## config.mk

```make
export PLATFORM = sky130hd
export DESIGN_NAME = ucb_arm_select
export DESIGN_NICKNAME = d
export VERILOG_FILES = /design/src/rtl/ucb_pkg.sv /design/src/rtl/ucb_max_tracker.sv /design/src/rtl/ucb_arm_select.sv
export SDC_FILE = /design/constraint.sdc
export NUM_CORES = 1
export LEC_CHECK = 0
export CORE_ASPECT_RATIO = 0.75
export CORE_UTILIZATION = 49
export DETAILED_ROUTE_END_ITERATION = 6
export HOLD_SLACK_MARGIN = 0.06
export PLACE_DENSITY = 0.77
export SYNTH_ARGS = -nofsm -noshare
export SYNTH_HDL_FRONTEND = slang
export SYNTH_SLANG_ARGS = --single-unit
```

## constraint.sdc

```tcl
create_clock -name clk -period 4.1 [get_ports clk]
set_clock_uncertainty 0.1 [all_clocks]
set_input_delay 0.82 -clock clk [delete_from_list [all_inputs] [get_ports clk]]
set_output_delay 0.82 -clock clk [all_outputs]
set_load 0.01 [all_outputs]
```

## src/rtl/ucb_pkg.sv

```systemverilog
// Shared types and constants for the UCB arm-selection block.
// Q values are the UCB score scaled by 10 and carried as signed integers (no fractional bits).
package ucb_pkg;

  typedef enum logic [1:0] {
    StIdle,
    StIssue,
    StWait,
    StDone
  } state_e;

  parameter int unsigned NumArmsDefault = 8;
  parameter int unsigned QWDefault      = 32;

  // Most negative Q; any real result strictly above it displaces the initial best.
  parameter logic [QWDefault-1:0] QMin = 32'h8000_0000;

endpackage

```

## src/rtl/ucb_max_tracker.sv

```systemverilog
// Running maximum of signed Q values with the arm index that produced it.
// Ties keep the earlier (lower-index) arm because the compare is strict.
module ucb_max_tracker #(
  parameter int unsigned ARM_W = 3,
  parameter int unsigned Q_W   = 32
) (
  input  logic             clk_i,
  input  logic             rst_i,
  input  logic             clear_i,
  input  logic             cand_valid_i,
  input  logic [Q_W-1:0]   cand_q_i,
  input  logic [ARM_W-1:0] cand_arm_i,
  output logic [Q_W-1:0]   best_q_next_o,
  output logic [ARM_W-1:0] best_arm_next_o
);

  localparam logic [Q_W-1:0] QMinW = {1'b1, {(Q_W - 1){1'b0}}};

  logic [Q_W-1:0]   best_q_q, best_q_d;
  logic [ARM_W-1:0] best_arm_q, best_arm_d;

  always_comb begin
    best_q_d   = best_q_q;
    best_arm_d = best_arm_q;
    if (clear_i) begin
      best_q_d   = QMinW;
      best_arm_d = '0;
    end else if (cand_valid_i && ($signed(cand_q_i) > $signed(best_q_q))) begin
      best_q_d   = cand_q_i;
      best_arm_d = cand_arm_i;
    end
  end

  always_ff @(posedge clk_i) begin
    if (rst_i) begin
      best_q_q   <= QMinW;
      best_arm_q <= '0;
    end else begin
      best_q_q   <= best_q_d;
      best_arm_q <= best_arm_d;
    end
  end

  // Exposing the next value lets the caller capture the final winner in the same edge.
  assign best_q_next_o   = best_q_d;
  assign best_arm_next_o = best_arm_d;

endmodule

```

## src/rtl/ucb_arm_select.sv

```systemverilog
// Issues arm indices to the upstream Q pipeline, collects in-order results and reports the argmax.
// Optional watchdog abort is enabled by defining UCB_ARM_SELECT_TIMEOUT_EN.
module ucb_arm_select
  import ucb_pkg::*;
#(
  parameter int unsigned NUM_ARMS = NumArmsDefault,
  parameter int unsigned ARM_W    = $clog2(NUM_ARMS),
  parameter int unsigned Q_W      = QWDefault,
  parameter int unsigned TIMEOUT  = 256
) (
  input  logic             clk,
  input  logic             rst,
  input  logic             start,
  output logic             busy,
  output logic             req_valid,
  input  logic             req_ready,
  output logic [ARM_W-1:0] req_arm,
  input  logic             res_valid,
  input  logic [Q_W-1:0]   res_q,
  output logic             sel_valid,
  output logic [ARM_W-1:0] sel_arm,
  output logic [Q_W-1:0]   sel_q,
  output logic             err
);

  localparam int unsigned       CntW    = $clog2(NUM_ARMS + 1);
  localparam logic [CntW-1:0]   LastCnt = CntW'(NUM_ARMS - 1);

  state_e state_q, state_d;

  logic [CntW-1:0]  issue_cnt_q, issue_cnt_d;
  logic [CntW-1:0]  res_cnt_q, res_cnt_d;
  logic [ARM_W-1:0] sel_arm_q, sel_arm_d;
  logic [Q_W-1:0]   sel_q_q, sel_q_d;
  logic             err_q, err_d;

  logic             start_acc, in_round, xfer, accept, last_xfer, last_res, timeout;
  logic [Q_W-1:0]   best_q_next;
  logic [ARM_W-1:0] best_arm_next;

  assign start_acc = (state_q == StIdle) && start;
  assign in_round  = (state_q == StIssue) || (state_q == StWait);
  assign xfer      = (state_q == StIssue) && req_ready;
  // Only results for arms already handed upstream count; strays are dropped.
  assign accept    = in_round && res_valid && (res_cnt_q < issue_cnt_q);
  assign last_xfer = xfer && (issue_cnt_q == LastCnt);
  assign last_res  = accept && (res_cnt_q == LastCnt);

`ifdef UCB_ARM_SELECT_TIMEOUT_EN
  localparam int unsigned     WdW    = (TIMEOUT > 2) ? $clog2(TIMEOUT) : 1;
  localparam logic [WdW-1:0]  WdFire = WdW'(TIMEOUT - 2);

  logic [WdW-1:0] wdog_q, wdog_d;

  always_comb begin
    wdog_d = wdog_q;
    if (start_acc || accept) begin
      wdog_d = '0;
    end else if (in_round) begin
      wdog_d = wdog_q + 1'b1;
    end
  end

  // Abort on the cycle the idle count reaches TIMEOUT-1.
  assign timeout = in_round && !accept && (wdog_q == WdFire);

  always_ff @(posedge clk) begin
    if (rst) begin
      wdog_q <= '0;
    end else begin
      wdog_q <= wdog_d;
    end
  end
`else
  logic unused_timeout;
  assign unused_timeout = ^TIMEOUT;
  assign timeout        = 1'b0;
`endif

  ucb_max_tracker #(
    .ARM_W (ARM_W),
    .Q_W   (Q_W)
  ) u_max_tracker (
    .clk_i           (clk),
    .rst_i           (rst),
    .clear_i         (start_acc),
    .cand_valid_i    (accept),
    .cand_q_i        (res_q),
    .cand_arm_i      (res_cnt_q[ARM_W-1:0]),
    .best_q_next_o   (best_q_next),
    .best_arm_next_o (best_arm_next)
  );

  always_ff @(posedge clk) begin
    if (rst) begin
      state_q <= StIdle;
    end else begin
      state_q <= state_d;
    end
  end

  always_comb begin
    state_d = state_q;
    unique case (state_q)
      StIdle: begin
        if (start) state_d = StIssue;
      end
      StIssue: begin
        if (timeout) begin
          state_d = StDone;
        end else if (last_xfer) begin
          state_d = StWait;
        end
      end
      StWait: begin
        if (last_res || timeout) state_d = StDone;
      end
      StDone: state_d = StIdle;
      default: state_d = StIdle;
    endcase
  end

  always_comb begin
    issue_cnt_d = issue_cnt_q;
    res_cnt_d   = res_cnt_q;
    sel_arm_d   = sel_arm_q;
    sel_q_d     = sel_q_q;
    err_d       = err_q;
    if (start_acc) begin
      issue_cnt_d = '0;
      res_cnt_d   = '0;
      sel_arm_d   = '0;
      sel_q_d     = '0;
      err_d       = 1'b0;
    end else begin
      if (xfer) issue_cnt_d = issue_cnt_q + 1'b1;
      if (accept) res_cnt_d = res_cnt_q + 1'b1;
      if (timeout) err_d = 1'b1;
      if ((state_d == StDone) && (state_q != StDone)) begin
        sel_arm_d = best_arm_next;
        sel_q_d   = best_q_next;
      end
    end
  end

  always_ff @(posedge clk) begin
    if (rst) begin
      issue_cnt_q <= '0;
      res_cnt_q   <= '0;
      sel_arm_q   <= '0;
      sel_q_q     <= '0;
      err_q       <= 1'b0;
    end else begin
      issue_cnt_q <= issue_cnt_d;
      res_cnt_q   <= res_cnt_d;
      sel_arm_q   <= sel_arm_d;
      sel_q_q     <= sel_q_d;
      err_q       <= err_d;
    end
  end

  always_comb begin
    busy      = (state_q != StIdle);
    req_valid = (state_q == StIssue);
    req_arm   = req_valid ? issue_cnt_q[ARM_W-1:0] : '0;
    sel_valid = (state_q == StDone);
    sel_arm   = sel_arm_q;
    sel_q     = sel_q_q;
    err       = err_q;
  end

endmodule

```

==> reports/metrics.yaml <==
cp_slowest_cell: "nor4_1"
die_area_mm2: 0.00836
yosysUniqueCellTypes: 40
hold-path-cell-count: 2
whs_ps: 418
grt_pass1_vias: 3141
max_slew_margin: 0.323
via_per_inst: 5.29
dp_hpwl_um: 6290
insertion_delay_ps: 350
min_period_ps: 3790
cts_root_buffer: "clkbuf_8"
portBuffers: 77
rsz0062_at_grt: "no"
synthArstFlopShare: 0
drt_first_pass_iters: 4
fin_tns_setup_ps: 0
worstMarginPinSlew_ps: 1020
grt_pass1_wl_um: 14500
endpoint_kind: "register"
synth_seq_cells: 80
synth-seq-area-share: 0.409
p_leak_nw: 1.73
cts_resized: 0
ctsHoldBuffers: 0
fmax_ghz: 0.264
grt_antenna_before_repair: 0
worst_setup_path_start_kind: "primary input"
final_common_cell: "dfxtp_1"
vias: 3153
die_y_um: 79.4
die_x_um: 105
fin_nets: 569
critical_path_class: "primary input to register"
numCtsBuffers: 9
crit_fanout: 9
layout_common_cells: "dfxtp_1 (80), clkdlybuf4s50_1 (77), nor2_1 (46)"
r2r_setup_slack_ps: 830
clkSinkCount: 80
worstPathArrival_ps: 3920
status: "finished clean"
netlist_instances: 418
drc: 0
vdd_ir_drop_max_mv: 0.185
finalHoldViolations: 0
cp.required_ps: 4230
cp_common_cell: "nand4_1"
yosysWarnings: 0
cp_num_buf_inv: 2
setup_viol: 0
core-area_mm2: 0.00753
r2r_cells: 10
clk_pin_slew_ps: 80
synthFlopType: "dfxtp_1"
htree_levels: 3
cp_top_family: "simple AND/OR/NAND/NOR gates"
cap_violations: 0
antenna_cells: 0
drv_slew: 0
cts_buffer_depth: 2
avgSynthCellArea_um2: 9.38
synth_nets: 497
drive_gt1_frac: 0.0687
grt_max_degree: 71
drt_iter0_markers: 74
wl_per_cell_um: 14.6
routed_wl_um: 8700
num_rows: 27
min_path_type: "register to register"
reg2reg_to: "sel_q[2]$_SDFFE_PP0P_"
cts_setup_buffers: 0
synth_edf_count: 0
grtUsageTotal: 0.220
overflow: 0
worstPathCellList: "clkdlybuf4s50_1 > ha_1 > nand4_1 > nor4_1 > o311ai_0 > nand4_1 > mux2i_4 > buf_4 > mux2i_1 > a21oi_1"
ios: 79
gp_congestion: 0.852
detail-route-antenna-nets: 0
hold_end: "u_max_tracker.best_arm_q[2]$_SDFF_PP0_"
rr_startpoint: "u_max_tracker.best_q_q[31]$_SDFF_PP1_"
area_delta_synth_final_pct: 24.7
power_mw: 1.43
synth_area_mm2: 0.00392
cpPeakStageDelay_ps: 680
hp-start: "u_max_tracker.best_arm_q[2]$_SDFF_PP0_"
finalCritPeriodShare: 0.925
cts_tree: "done"
power_density_mw_per_mm2: 292
start_util: 0.520
-- layer usage --
layer	track usage	up-vias	share of wire
li1	-	1580	-
met1	0.272	1491	0.48
met2	0.371	72	0.47
met3	0.0580	10	0.042
met4	0.0775	0	0.012
met5	0	-	0
-- worst max path at each step --
stage	startpoint	to	slack, ps	depth (start not counted)
after CTS	res_q[31]	sel_arm[1]$_SDFFE_PP0P_	440	10
final	res_q[31]	sel_q[2]$_SDFFE_PP0P_	310	10
after detailed placement	res_q[31]	sel_arm[1]$_SDFFE_PP0P_	120	10
after floorplan	res_q[31]	sel_q[0]$_SDFFE_PP0P_	1070	10
after global routing	res_q[31]	sel_q[2]$_SDFFE_PP0P_	130	10
after global placement	res_q[1]	sel_arm[1]$_SDFFE_PP0P_	280	11
-- where the power goes --
| part | switching [mW] | leakage (nW) | internal (mW) |
|---|---|---|---|
| registers | 0.00231 | 0.644 | 0.778 |
| clock network | 0.279 | 0.0813 | 0.234 |
| logic | 0.0657 | 1.01 | 0.0666 |
| total | 0.347 | 1.73 | 1.08 |
-- flip-flops by register name (all words and copies together), names as in the netlist --
register,flops
issue_cnt_q,4
res_cnt_q,4
sel_arm,3
sel_q,32
state_q,2
u_max_tracker.best_arm_q,3
u_max_tracker.best_q_q,32
-- synthesized netlist by cell type (2+ instances only) --
cell type | instances | area [µm²]
buf_4 | 4 | 30.0
nand3_1 | 7 | 35.0
nor2_1 | 46 | 173
a21o_1 | 8 | 60.1
and2_1 | 5 | 31.3
nand2_1 | 6 | 22.5
buf_6 | 5 | 56.3
a21boi_0 | 2 | 15.0
ha_1 | 42 | 526
mux2i_1 | 38 | 380
o21ai_1 | 9 | 45.0
clkbuf_1 | 7 | 26.3
nand4_1 | 11 | 68.8
inv_1 | 40 | 150
a21oi_2 | 9 | 78.8
o21ai_0 | 30 | 150
xnor2_1 | 4 | 35.0
buf_12 | 3 | 60.1
a21oi_1 | 40 | 200
dfxtp_1 | 80 | 1600
xor2_1 | 2 | 17.5
nor4_1 | 2 | 12.5
-- metrics by stage --
step	cells	utilization	area (µm²)	worst slack (ps)
after floorplan	418	-	3920	1070
final	596	0.649	4890	308
after global routing	596	0.649	4890	126
after CTS	596	0.649	4890	443
after global placement	580	0.626	4710	285
after detailed placement	580	0.626	4710	119
-- cell type report --
class,count,area [µm²]
Inverter,40,150
Timing Repair Buffer,82,833
Fill cell,621,2650
Multi-Input combinational cell,277,2000
Clock buffer,11,141
Sequential cell,80,1600
Clock inverter,5,32.5
Tap cell,101,126
-- logic make-up (layout without fill, tap and decap cells) --
| group | after synthesis | after routing | share of synthesized area |
|---|---|---|---|
| AOI/OAI and AO/OA | 106 | 106 | 0.160 |
| and+or+nand+nor | 84 | 84 | 0.101 |
| DFF | 80 | 80 | 0.409 |
| buffers and inverters | 61 | 138 | 0.0846 |
| adders and majority gates | 42 | 42 | 0.134 |
| muxes | 38 | 38 | 0.0971 |
| xor gates and xnor gates | 6 | 6 | 0.0134 |
| other | 1 | 1 | 0.000957 |
-- worst min-delay path: stages (launching register included) --
cell,delay [ps]
dfxtp_1,320
mux2i_1,80
nor2_1,80
Power figures use the tool's default switching activity.
